`src/rtl/ipsxe_floating_point_fma_result_buffer_v1_0_pkg.sv`:
```
// Shared constants and helpers for the FMA result buffer: flag bit positions
// within the {invalid_op, underflow, overflow} field, and the statistics counter width.
package ipsxe_floating_point_fma_result_buffer_v1_0_pkg;

  localparam int FLAG_W         = 3;
  localparam int FLAG_INVALID   = 2;
  localparam int FLAG_UNDERFLOW = 1;
  localparam int FLAG_OVERFLOW  = 0;

  localparam int STATS_W = 16;

  // Saturating increment used by the per-flag statistics counters.
  function automatic logic [STATS_W-1:0] sat_inc(input logic [STATS_W-1:0] value,
                                                 input logic               en);
    if (en && (value != {STATS_W{1'b1}})) begin
      return value + STATS_W'(1);
    end
    return value;
  endfunction

endpackage

```
`src/rtl/ipsxe_floating_point_sync_fifo_v1_0.sv`:
```
// First-word-fall-through synchronous FIFO exposing its occupancy.
// A push while full without a same-cycle pop is discarded.
module ipsxe_floating_point_sync_fifo_v1_0 #(
  parameter  int WIDTH = 35,
  parameter  int DEPTH = 16,
  localparam int CNT_W = $clog2(DEPTH + 1),
  localparam int PTR_W = $clog2(DEPTH)
) (
  input  logic             clk,
  input  logic             rst,
  input  logic             push,
  input  logic             pop,
  input  logic [WIDTH-1:0] wdata,
  output logic [WIDTH-1:0] rdata,
  output logic [CNT_W-1:0] count,
  output logic             empty,
  output logic             full
);

  logic [WIDTH-1:0] mem [DEPTH];
  logic [PTR_W-1:0] wr_ptr;
  logic [PTR_W-1:0] rd_ptr;
  logic             wr_en;
  logic             rd_en;

  assign empty = (count == '0);
  assign full  = (count == CNT_W'(DEPTH));
  assign rd_en = pop & ~empty;
  assign wr_en = push & (~full | rd_en);

  assign rdata = mem[rd_ptr];

  // NOTE: the storage array has no reset; count and pointers alone define validity,
  // so resetting the array would only add a wide reset network for no benefit.
  always_ff @(posedge clk) begin
    if (wr_en) begin
      mem[wr_ptr] <= wdata;
    end
  end

  // Pointers are PTR_W bits wide and DEPTH is a power of two, so they wrap for free.
  always_ff @(posedge clk) begin
    if (rst) begin
      wr_ptr <= '0;
      rd_ptr <= '0;
      count  <= '0;
    end else begin
      if (wr_en) wr_ptr <= wr_ptr + PTR_W'(1);
      if (rd_en) rd_ptr <= rd_ptr + PTR_W'(1);
      unique case ({wr_en, rd_en})
        2'b10:   count <= count + CNT_W'(1);
        2'b01:   count <= count - CNT_W'(1);
        default: count <= count;
      endcase
    end
  end

endmodule

```
`src/rtl/ipsxe_floating_point_fma_result_buffer_v1_0.sv`:
```
// Credit-based valid/ready result buffer behind the fixed-latency FMA core.
// Optional per-flag pop statistics enabled by `IPSXE_FMA_RESULT_BUF_STATS_EN.
module ipsxe_floating_point_fma_result_buffer_v1_0
  import ipsxe_floating_point_fma_result_buffer_v1_0_pkg::*;
#(
  parameter  int EXP_WIDTH = 8,
  parameter  int MAN_WIDTH = 23,
  parameter  int DEPTH     = 16,
  localparam int CNT_W     = $clog2(DEPTH + 1),
  localparam int DATA_W    = 1 + EXP_WIDTH + MAN_WIDTH
) (
  input  logic               i_clk,
  input  logic               i_rst,
  input  logic               i_aclken,
  input  logic               i_issue_valid,
  output logic               o_issue_ready,
  input  logic [DATA_W-1:0]  i_fma_result,
  input  logic               i_fma_valid,
  input  logic [FLAG_W-1:0]  i_fma_flags,
  output logic [DATA_W-1:0]  o_m_tdata,
  output logic [FLAG_W-1:0]  o_m_tuser,
  output logic               o_m_tvalid,
  input  logic               i_m_tready,
`ifdef IPSXE_FMA_RESULT_BUF_STATS_EN
  output logic [STATS_W-1:0] o_cnt_invalid,
  output logic [STATS_W-1:0] o_cnt_underflow,
  output logic [STATS_W-1:0] o_cnt_overflow,
`endif
  output logic               o_err_overrun,
  output logic               o_err_orphan
);

  logic [CNT_W-1:0] inflight;
  logic [CNT_W-1:0] fifo_count;
  logic             fifo_empty;
  logic             fifo_full;
  logic [CNT_W:0]   credits_used;
  logic             issue;
  logic             push;
  logic             pop;

  assign issue = i_issue_valid & o_issue_ready & i_aclken;
  assign push  = i_fma_valid & i_aclken;
  assign pop   = o_m_tvalid & i_m_tready;

  // Every issued operand set owns a slot, so credits cover both in-flight and buffered results.
  assign credits_used  = {1'b0, inflight} + {1'b0, fifo_count};
  assign o_issue_ready = credits_used < (CNT_W + 1)'(DEPTH);
  assign o_m_tvalid    = ~fifo_empty;

  ipsxe_floating_point_sync_fifo_v1_0 #(
    .WIDTH (DATA_W + FLAG_W),
    .DEPTH (DEPTH)
  ) u_fifo (
    .clk   (i_clk),
    .rst   (i_rst),
    .push  (push),
    .pop   (pop),
    .wdata ({i_fma_result, i_fma_flags}),
    .rdata ({o_m_tdata, o_m_tuser}),
    .count (fifo_count),
    .empty (fifo_empty),
    .full  (fifo_full)
  );

  // NOTE: sequential state uses non-blocking assignments so every register samples
  // the pre-edge values of its neighbours, independent of block ordering.
  always_ff @(posedge i_clk) begin
    if (i_rst) begin
      inflight <= '0;
    end else if (issue && !push) begin
      inflight <= inflight + CNT_W'(1);
    end else if (push && !issue && (inflight != '0)) begin
      inflight <= inflight - CNT_W'(1);
    end
  end

  always_ff @(posedge i_clk) begin
    if (i_rst) begin
      o_err_overrun <= 1'b0;
      o_err_orphan  <= 1'b0;
    end else begin
      if (push && fifo_full && !pop) o_err_overrun <= 1'b1;
      if (push && (inflight == '0))  o_err_orphan  <= 1'b1;
    end
  end

`ifdef IPSXE_FMA_RESULT_BUF_STATS_EN
  always_ff @(posedge i_clk) begin
    if (i_rst) begin
      o_cnt_invalid   <= '0;
      o_cnt_underflow <= '0;
      o_cnt_overflow  <= '0;
    end else begin
      o_cnt_invalid   <= sat_inc(o_cnt_invalid,   pop & o_m_tuser[FLAG_INVALID]);
      o_cnt_underflow <= sat_inc(o_cnt_underflow, pop & o_m_tuser[FLAG_UNDERFLOW]);
      o_cnt_overflow  <= sat_inc(o_cnt_overflow,  pop & o_m_tuser[FLAG_OVERFLOW]);
    end
  end
`endif

endmodule

```
`config.mk`:
```
export PLATFORM = sky130hd
export DESIGN_NAME = ipsxe_floating_point_fma_result_buffer_v1_0
export DESIGN_NICKNAME = d
export VERILOG_FILES = /design/src/rtl/ipsxe_floating_point_fma_result_buffer_v1_0_pkg.sv /design/src/rtl/ipsxe_floating_point_sync_fifo_v1_0.sv /design/src/rtl/ipsxe_floating_point_fma_result_buffer_v1_0.sv
export SDC_FILE = /design/constraint.sdc
export NUM_CORES = 1
export LEC_CHECK = 0
export CAP_MARGIN = 10
export CORE_ASPECT_RATIO = 1.4
export CORE_MARGIN = 8
export CORE_UTILIZATION = 55
export DETAILED_ROUTE_END_ITERATION = 8
export GPL_TIMING_DRIVEN = 0
export PLACE_DENSITY_LB_ADDON = 0.08
export RECOVER_POWER = 50
export SETUP_SLACK_MARGIN = 0.3
export SYNTH_ARGS = -nofsm -noshare
export SYNTH_HDL_FRONTEND = slang
export SYNTH_SLANG_ARGS = --single-unit
```
`constraint.sdc`:
```
create_clock -name i_clk -period 7.91 [get_ports i_clk]
set_input_delay 1.1865 -clock i_clk [delete_from_list [all_inputs] [get_ports i_clk]]
set_output_delay 1.1865 -clock i_clk [all_outputs]
set_load 0.005 [all_outputs]
```
* Word-level counts from Yosys, hierarchy flattened *
Memories as Yosys holds them, arrays and structs flattened. A register that Yosys moved wholly into a read port is not among the register bits.
Cells that the tools add are included.

cells by class
  add/sub/neg operators = 7
  magnitude comparators = 1
  equality and inequality tests = 3
  muxes and demuxes = 7
  bitwise operators = 9
  reductions and logical operators = 14

operator list
  operator                                                     number
  adder 5 x 1 -> 5 bit (second input constant)                 2
  logical NOT 5 bit                                            2
  two-way mux 5 bit                                            2
  one-hot mux 5 bit (2 select lines)                           1
  subtractor 5 x 1 -> 5 bit (second input constant)            2
  adder 4 x 1 -> 4 bit (second input constant)                 2
  two-way mux 4 bit                                            2
  adder 5 x 5 -> 6 bit                                         1
  AND 1 bit                                                    6
  logical AND 1 bit                                            6
  less-than comparator 6 x 5 -> 1 bit (second input constant)  1
  equality test 5 bit (second input constant)                  1
  nonzero test 5 bit                                           1
  nonzero test 2 bit                                           2
  logical NOT 1 bit                                            3
  equality test 2 x 1 -> 1 bit (second input constant)         1
  equality test 2 bit (second input constant)                  1
  two-way mux 1 bit                                            2
  NOT 1 bit                                                    2
  bitwise OR 1 bit                                             1

storage, ports and cells
  bits in registers = 20
  memories = 1
  input bits = 41
  output and inout bits = 39
  RAM bits = 560

memory list
  name        depth  bits a word  rd ports  clocked after Yosys merged registers in  write ports  RTL line                                   text
  u_fifo.mem  16     35           1         1                                        1            ipsxe_floating_point_sync_fifo_v1_0.sv:20  logic [WIDTH-1:0] mem [DEPTH];

* Longest topological paths before layout *
Gate-level depths: netlist of run 1.

  word-level depth = 9
  gate-level depth with buffers = 11
  depth with buffers taken out = 11

* Modules after synthesis *
From an unflattened synthesis of run 1, not the netlist that was laid out.

second synthesis, totals
  cells, all modules = 1043
  area, all modules = 22511.6 µm²

modules (own cells, without submodules)
  module                                       area each (µm²)  instances  cells an instance
  ipsxe_floating_point_sync_fifo_v1_0          21931.0          1          983
  ipsxe_floating_point_fma_result_buffer_v1_0  580.6            1          60

* Least setup slack after synthesis of run 1 *
Ideal clock, no wire load.

  path kind = input to register
  start point = input i_fma_valid
  end point = memory u_fifo.mem[3][0], enable pin
  required time = 7395 ps
  cell stages on the path = 4
  path buffers = 0
  setup slack = 2327 ps
  data arrival time = 5068 ps
  cell sequence = nand2_1 -> a31oi_2 -> inv_2 -> nor4_1

on the way
  longest elaborated chain between the ends = 4

ends and longest elaborated chain
  element                                  RTL line                                           text
  start, declared                          ipsxe_floating_point_fma_result_buffer_v1_0.sv:18  input logic i_fma_valid,
  AND 1 bit                                ipsxe_floating_point_fma_result_buffer_v1_0.sv:43  assign push = i_fma_valid & i_aclken;
  AND 1 bit                                ipsxe_floating_point_sync_fifo_v1_0.sv:29          assign wr_en = push & (~full | rd_en);
  two-way mux 1 bit                        ipsxe_floating_point_sync_fifo_v1_0.sv:36          if (wr_en) begin
  two-way mux 1 bit (implied by the code)  ipsxe_floating_point_sync_fifo_v1_0.sv:37          mem[wr_ptr] <= wdata;
  end, declared                            ipsxe_floating_point_sync_fifo_v1_0.sv:20

No other way between the ends.

==> impl_metrics.toml, run 1 <==
[floorplanning]
initial_util = 0.5586
row_count = 87
ioPinCount = 80
core_region_area_um2 = 40280
chipWidth_um = 186.9
die_h_um = 255.3
dieArea_um2 = 47730

[timing]
fin_max_slew_vios = 15
fmax_mhz = 202.2
final.setup.tns_ns = 0
worst-slew-pin-transition_ns = 1.614
timing.slew.headroom = -0.08607
period_share = 0.6253
final.min_clock_period_ns = 4.946
hold_viol_final = 0
rsz0062_at_grt = "no"
layout_setup_ws_ns = 2.964
report.final.setup_viol = 0
skew_ns = 0.01390

[hold_path]
hold_class = "reg2reg"
hold_start = "o_err_overrun"
min_to = "o_err_overrun"
whs_path_depth = 2

[global_route]
total_grt_usage = 0.2033
grt_start_max_net_pins = 25
globalRouteOverflowTotal = 0
vias_in_the_first_global_route = 11019
antenna_found_initial = 4
grt_first_pass_wirelength_mm = 71.62

[setup_path]
cell_breakdown_of_the_critical_path = "clkbuf_1 > buf_2 > buf_1 > mux4_2 > mux4_2 > clkdlybuf4s50_1"
worst-path-max-fanout = 10
critPathLaunchType = "flop"
worst-endpoint-arrival_ns = 3.76
worst_reg_to_reg_cells = 7
r2r_end = "u_fifo.mem[0][14]"
crit_path_end_kind = "output pin"
crit_path_top_delay_cell = "sky130_fd_sc_hd__buf_1"
startpoint_of_the_lowest_slack_register_to_register_path = "u_fifo.count[3]"
cp_slowest_stage_delay_ns = 0.80
reg2reg_setup_slack_ns = 4.33
crit_type = "reg2out"
worst_path_most_repeated_cell = "sky130_fd_sc_hd__mux4_2"
critical_path_required_ns = 6.72

[clocking]
cts_htree_levels = 2
hold_buffers = 0
cts_resized = 0
ctsRootBufferMaster = "sky130_fd_sc_hd__clkbuf_16"
cts_tree = "yes"
insertion_delay_ns = 0.57
numCtsBuffers = 52
clock_sink_count = 584
cts_setup_buffers = 0
cts.reportedPaths.clkPinSlew_ns = 0.07
max-clock-path-buffers = 3

[synth]
commonest_register_cell_after_synthesis = "sky130_fd_sc_hd__edfxtp_1"
yosys.cell_types.count = 42
synth_sequential_area_ratio = 0.7688
mappedNetlistArea_um2 = 22500
synthCells = 948
async_reset_ff_frac = 0
synthesis.yosys.warnings = 0
syn-mean-instance-area_um2 = 23.73
synth_largest_type_area_fraction = 0.7474
synth-seq-cells = 584
synth_enable_flop_cells = 560
ys_top_cells_by_area = "sky130_fd_sc_hd__edfxtp_1 (75%), sky130_fd_sc_hd__mux4_2 (18%), sky130_fd_sc_hd__dfxtp_1 (2.1%)"
yosysTopAreaCell = "sky130_fd_sc_hd__edfxtp_1"
mappedNetlistNets = 1008

[final_layout]
antenna_diode_count = 0
finalNetCount = 1193
layout.cell_area.non_filler_um2 = 26310
flow.area_growth_from_synthesis_pct = 16.94
ratio_of_cells_with_drive_above_1_in_the_final_layout = 0.2877
nFillCells = 2664

[route]
routed_wire_length_per_instance_um = 28.04
dr_total_vias = 10330
antenna_violating_nets_post_route = 0
routed_wirelength_mm = 47.91
initialDrtViolationCount = 783
drt_first_pass_iters = 5
post-route-drc-count = 0
routed_via_density = 6.044

[placement]
finalWeightedCongestion = 0.7351
number_of_buffer_cells_added_on_primary_ports = 79
dp_hpwl_mm = 30.98
pre_cts_ws_ns = 3.537
dpl-instance-area_um2 = 24650

[power_and_ir_drop]
leakage_nw = 8.209
power_density_nw_per_um2 = 269.2
ir_drop_v = 0.0002139

[status]
outcome = "finished, violations left"
violations_in_the_final_reports = "capacitance limit, slew limit"

[job]
count_of_max_cap_constraint_violations = 2
[cell families after synthesis]
kind of cell | after synthesis | synth area share
flip-flops | 584 | 0.7688
multiplexers | 179 | 0.1777
AND/OR/NAND/NOR | 68 | 0.01557
buffers and inverters | 62 | 0.01540
AO/OA/AOI/OAI | 26 | 0.007396
adder cells (fa/ha/maj) | 19 | 0.01123
XOR/XNOR | 10 | 0.003893
[power breakdown]
part	switching [mW]	leakage (nW)	internal, mW
Clock	1.08	0.846	1.46
Combinational	0.503	2.12	0.572
Sequential	0.0352	5.24	3.43
Total	1.62	8.21	5.46
[critical path: cells and delay by family, from the launching register on]
family                 cells  cell delay [ns]
muxes                      2             0.94
buffers and inverters      4             1.92
DFF                        1             0.32
[Yosys cell counts (8+ instances only)]
cell type,count
sky130_fd_sc_hd__edfxtp_1,560
sky130_fd_sc_hd__mux4_2,175
sky130_fd_sc_hd__dfxtp_1,24
sky130_fd_sc_hd__nor2_1,23
sky130_fd_sc_hd__ha_1,17
sky130_fd_sc_hd__clkbuf_1,16
sky130_fd_sc_hd__inv_1,14
sky130_fd_sc_hd__a21oi_1,12
sky130_fd_sc_hd__buf_6,12
sky130_fd_sc_hd__buf_1,9
sky130_fd_sc_hd__buf_2,9
sky130_fd_sc_hd__nor3_1,8
[cell type report]
type,instances,area [µm²],share of cell area
Clock buffer,63,1405,0.05340
Tap cell,534,668.1,0.02539
Sequential cell,584,17300,0.6574
Buffer,46,266.5,0.01013
Multi-Input combinational cell,302,4906,0.1865
Inverter,16,61.31,0.002330
Timing Repair Buffer,131,1400,0.05321
Clock inverter,33,307.8,0.01170
[placed cells by master (no fill, tap or decap), types with 12 or more instances in the layout]
cell and instances:
sky130_fd_sc_hd__dfxtp_1 24, sky130_fd_sc_hd__ha_1 17, sky130_fd_sc_hd__clkinv_1 15, sky130_fd_sc_hd__edfxtp_1 560
sky130_fd_sc_hd__mux4_2 175, sky130_fd_sc_hd__buf_4 23, sky130_fd_sc_hd__dlygate4sd3_1 40, sky130_fd_sc_hd__clkbuf_1 24
sky130_fd_sc_hd__inv_1 15, sky130_fd_sc_hd__a21oi_1 12, sky130_fd_sc_hd__buf_6 28, sky130_fd_sc_hd__nor2_1 19
sky130_fd_sc_hd__clkdlybuf4s50_1 39, sky130_fd_sc_hd__clkbuf_16 54
[how the worst max path moves through the flow]
stage,end
floorplan,u_fifo.mem[3][0]
global placement,u_fifo.mem[0][14]
detailed placement,o_m_tdata[30]
CTS,o_m_tdata[30]
global route,o_m_tdata[30]
finish,o_m_tdata[30]
[through the flow]
step / hold WS (ns) / utilization / std cells / power [mW]
after floorplan: 0.4604 / - / 948 / 4.235
after CTS: 0.4827 / 0.6545 / 1709 / 7.156
after detailed placement: 0.4661 / 0.6120 / 1613 / 4.638
after global routing: 0.4989 / 0.6533 / 1709 / 7.317
final: 0.4724 / 0.6533 / 1709 / 7.082
after global placement: 0.4606 / 0.5948 / 1561 / 4.623
[metal layers]
layer  vias up  track usage  part of all wire
met1      5549       0.2545              0.40
met3        82      0.03162             0.043
met4         2      0.05217             0.022
met5         -            0           0.00025
li1       4416            -                 -
met2       281       0.3660              0.54
[sequential cells by signal, summed over array words and instances, names as in the netlist, named ones only]
register and cells:
u_fifo.mem 560, inflight 5, o_err_overrun 1, u_fifo.count 5
u_fifo.rd_ptr 4, o_err_orphan 1, u_fifo.wr_ptr 4
Power figures use the tool's default switching activity.
==> run 2: changes to the inputs <==
==> constraint.sdc (replaced) <==
create_clock -name i_clk -period 4.35 [get_ports i_clk]
set_input_delay 0.6525 -clock i_clk [delete_from_list [all_inputs] [get_ports i_clk]]
set_output_delay 0.6525 -clock i_clk [all_outputs]
set_load 0.005 [all_outputs]
==> impl_metrics.toml, run 2 (synthesis gave the netlist of run 1 again) <==
[setup_path]
worst-endpoint-arrival_ns = 3.31
worst_path_most_repeated_cell = "sky130_fd_sc_hd__mux4_2"
critPathLaunchType = "flop"
cell_breakdown_of_the_critical_path = "clkbuf_2 > buf_2 > clkdlybuf4s18_2 > mux4_2 > mux4_2 > clkdlybuf4s50_1"
cp_slowest_stage_delay_ns = 0.54
critical_path_required_ns = 3.70
crit_type = "reg2out"
worst-path-max-fanout = 10
crit_path_end_kind = "output pin"
crit_path_top_delay_cell = "sky130_fd_sc_hd__mux4_2"

[route]
routed_wirelength_mm = 48.42
post-route-drc-count = 0
initialDrtViolationCount = 842
drt_first_pass_iters = 5
antenna_violating_nets_post_route = 0
routed_wire_length_per_instance_um = 28.33
routed_via_density = 6.076
dr_total_vias = 10384

[floorplanning]
ioPinCount = 80
initial_util = 0.5586
dieArea_um2 = 47730
row_count = 87
chipWidth_um = 186.9
core_region_area_um2 = 40280
die_h_um = 255.3

[clocking]
cts.reportedPaths.clkPinSlew_ns = 0.06
ctsRootBufferMaster = "sky130_fd_sc_hd__clkbuf_16"
insertion_delay_ns = 0.58
numCtsBuffers = 53
clock_sink_count = 584
max-clock-path-buffers = 3
cts_tree = "yes"
cts_htree_levels = 2

[placement]
finalWeightedCongestion = 0.7488
dpl-instance-area_um2 = 24800
number_of_buffer_cells_added_on_primary_ports = 79
dp_hpwl_mm = 31.40

[power_and_ir_drop]
power_density_nw_per_um2 = 493.3
leakage_nw = 8.316
design_power_total_mw = 13.13
ir_drop_v = 0.0004196

[final_layout]
layout.cell_area.non_filler_um2 = 26610
reg_top3 = "u_fifo.mem (560), inflight (5), u_fifo.count (5)"
ratio_of_cells_with_drive_above_1_in_the_final_layout = 0.2964
finalNetCount = 1194
layout_commonest_cell = "sky130_fd_sc_hd__edfxtp_1"
largest_register_ffs = 560
largest_register = "u_fifo.mem"
flow.area_growth_from_synthesis_pct = 18.27
layout.cells.most_common_list = "sky130_fd_sc_hd__edfxtp_1 (560), sky130_fd_sc_hd__mux4_2 (175), sky130_fd_sc_hd__clkbuf_16 (55)"

[timing]
fmax_mhz = 252.2
worst-slew-pin-transition_ns = 0.9453
skew_ns = 0.01081
fin_max_slew_vios = 0
report.final.setup_viol = 0
rsz0062_at_grt = "no"
hold_viol_final = 0
timing.slew.headroom = 0.3640
final.min_clock_period_ns = 3.966
period_share = 0.9116

[job]
count_of_max_cap_constraint_violations = 0

[global_route]
total_grt_usage = 0.2033
vias_in_the_first_global_route = 11226
grt_start_max_net_pins = 28
antenna_found_initial = 4
grt_first_pass_wirelength_mm = 71.77
globalRouteOverflowTotal = 0

[status]
outcome = "completed"

[hold_path]
hold_class = "reg2reg"
## run 2: cell type report
type,instances,area [µm²]
well taps,534,668.1
diodes,1,2.502
clock buffers,66,1418
plain buffers,46,309.0
multi-input cells,302,4917
repair buffers,131,1521
inverters,16,72.57
fillers,2622,13670
flip-flops and latches,584,17300
clock inverters,29,404.1
## run 2: where the power goes
part	internal, mW	switching (mW)	leakage (nW)
logic	1.04	0.910	2.20
registers	6.24	0.0603	5.24
clock network	2.90	1.97	0.878
total	10.2	2.94	8.32
## run 2: through the flow
step           setup WS, ns   TNS, ns  instances  hold slack, ns  utilization
2_1_floorplan       -0.6992    -97.86        948          0.4604            -
3_3_place_gp         -5.824  -1288.17       1561          0.4686       0.5952
3_5_place_dp         0.5000         0       1613          0.4659       0.6156
4_1_cts              0.3330         0       1708          0.4912       0.6619
5_1_grt              0.3084         0       1708          0.5063       0.6606
6_report             0.3844         0       1709          0.4762       0.6607
## run 2: routing by layer
| metal | vias up | track usage | part of all wire |
|---|---|---|---|
| met3 | 85 | 0.03149 | 0.051 |
| met4 | 4 | 0.06079 | 0.025 |
| met1 | 5553 | 0.2565 | 0.39 |
| met2 | 328 | 0.3598 | 0.53 |
| li1 | 4414 | - | - |
| met5 | - | 0 | 0.00041 |
## run 2: worst max-delay path, delay by kind of cell (launching register included)
family / cells / cell delay, ns
buffers and inverters: 4 / 1.53
DFF: 1 / 0.31
muxes: 2 / 0.90
## run 2: final timing paths
kind	from	to	slack, ns	depth (start not counted)
max	flop	o_m_tdata[30]	0.38	6
min	o_err_orphan	o_err_orphan	0.48	2
min reg2reg	o_err_orphan	o_err_orphan	0.48	2
max reg2reg	u_fifo.count[1]	inflight[4]	0.87	10
## run 2: what timing repair did
| item | 4_1_cts | 5_1_grt |
|---|---|---|
| hold buffers | 0 | 0 |
| resized for setup | 18 | 0 |
| setup buffers | 0 | 0 |
| setup endpoints to repair | 35 | 0 |
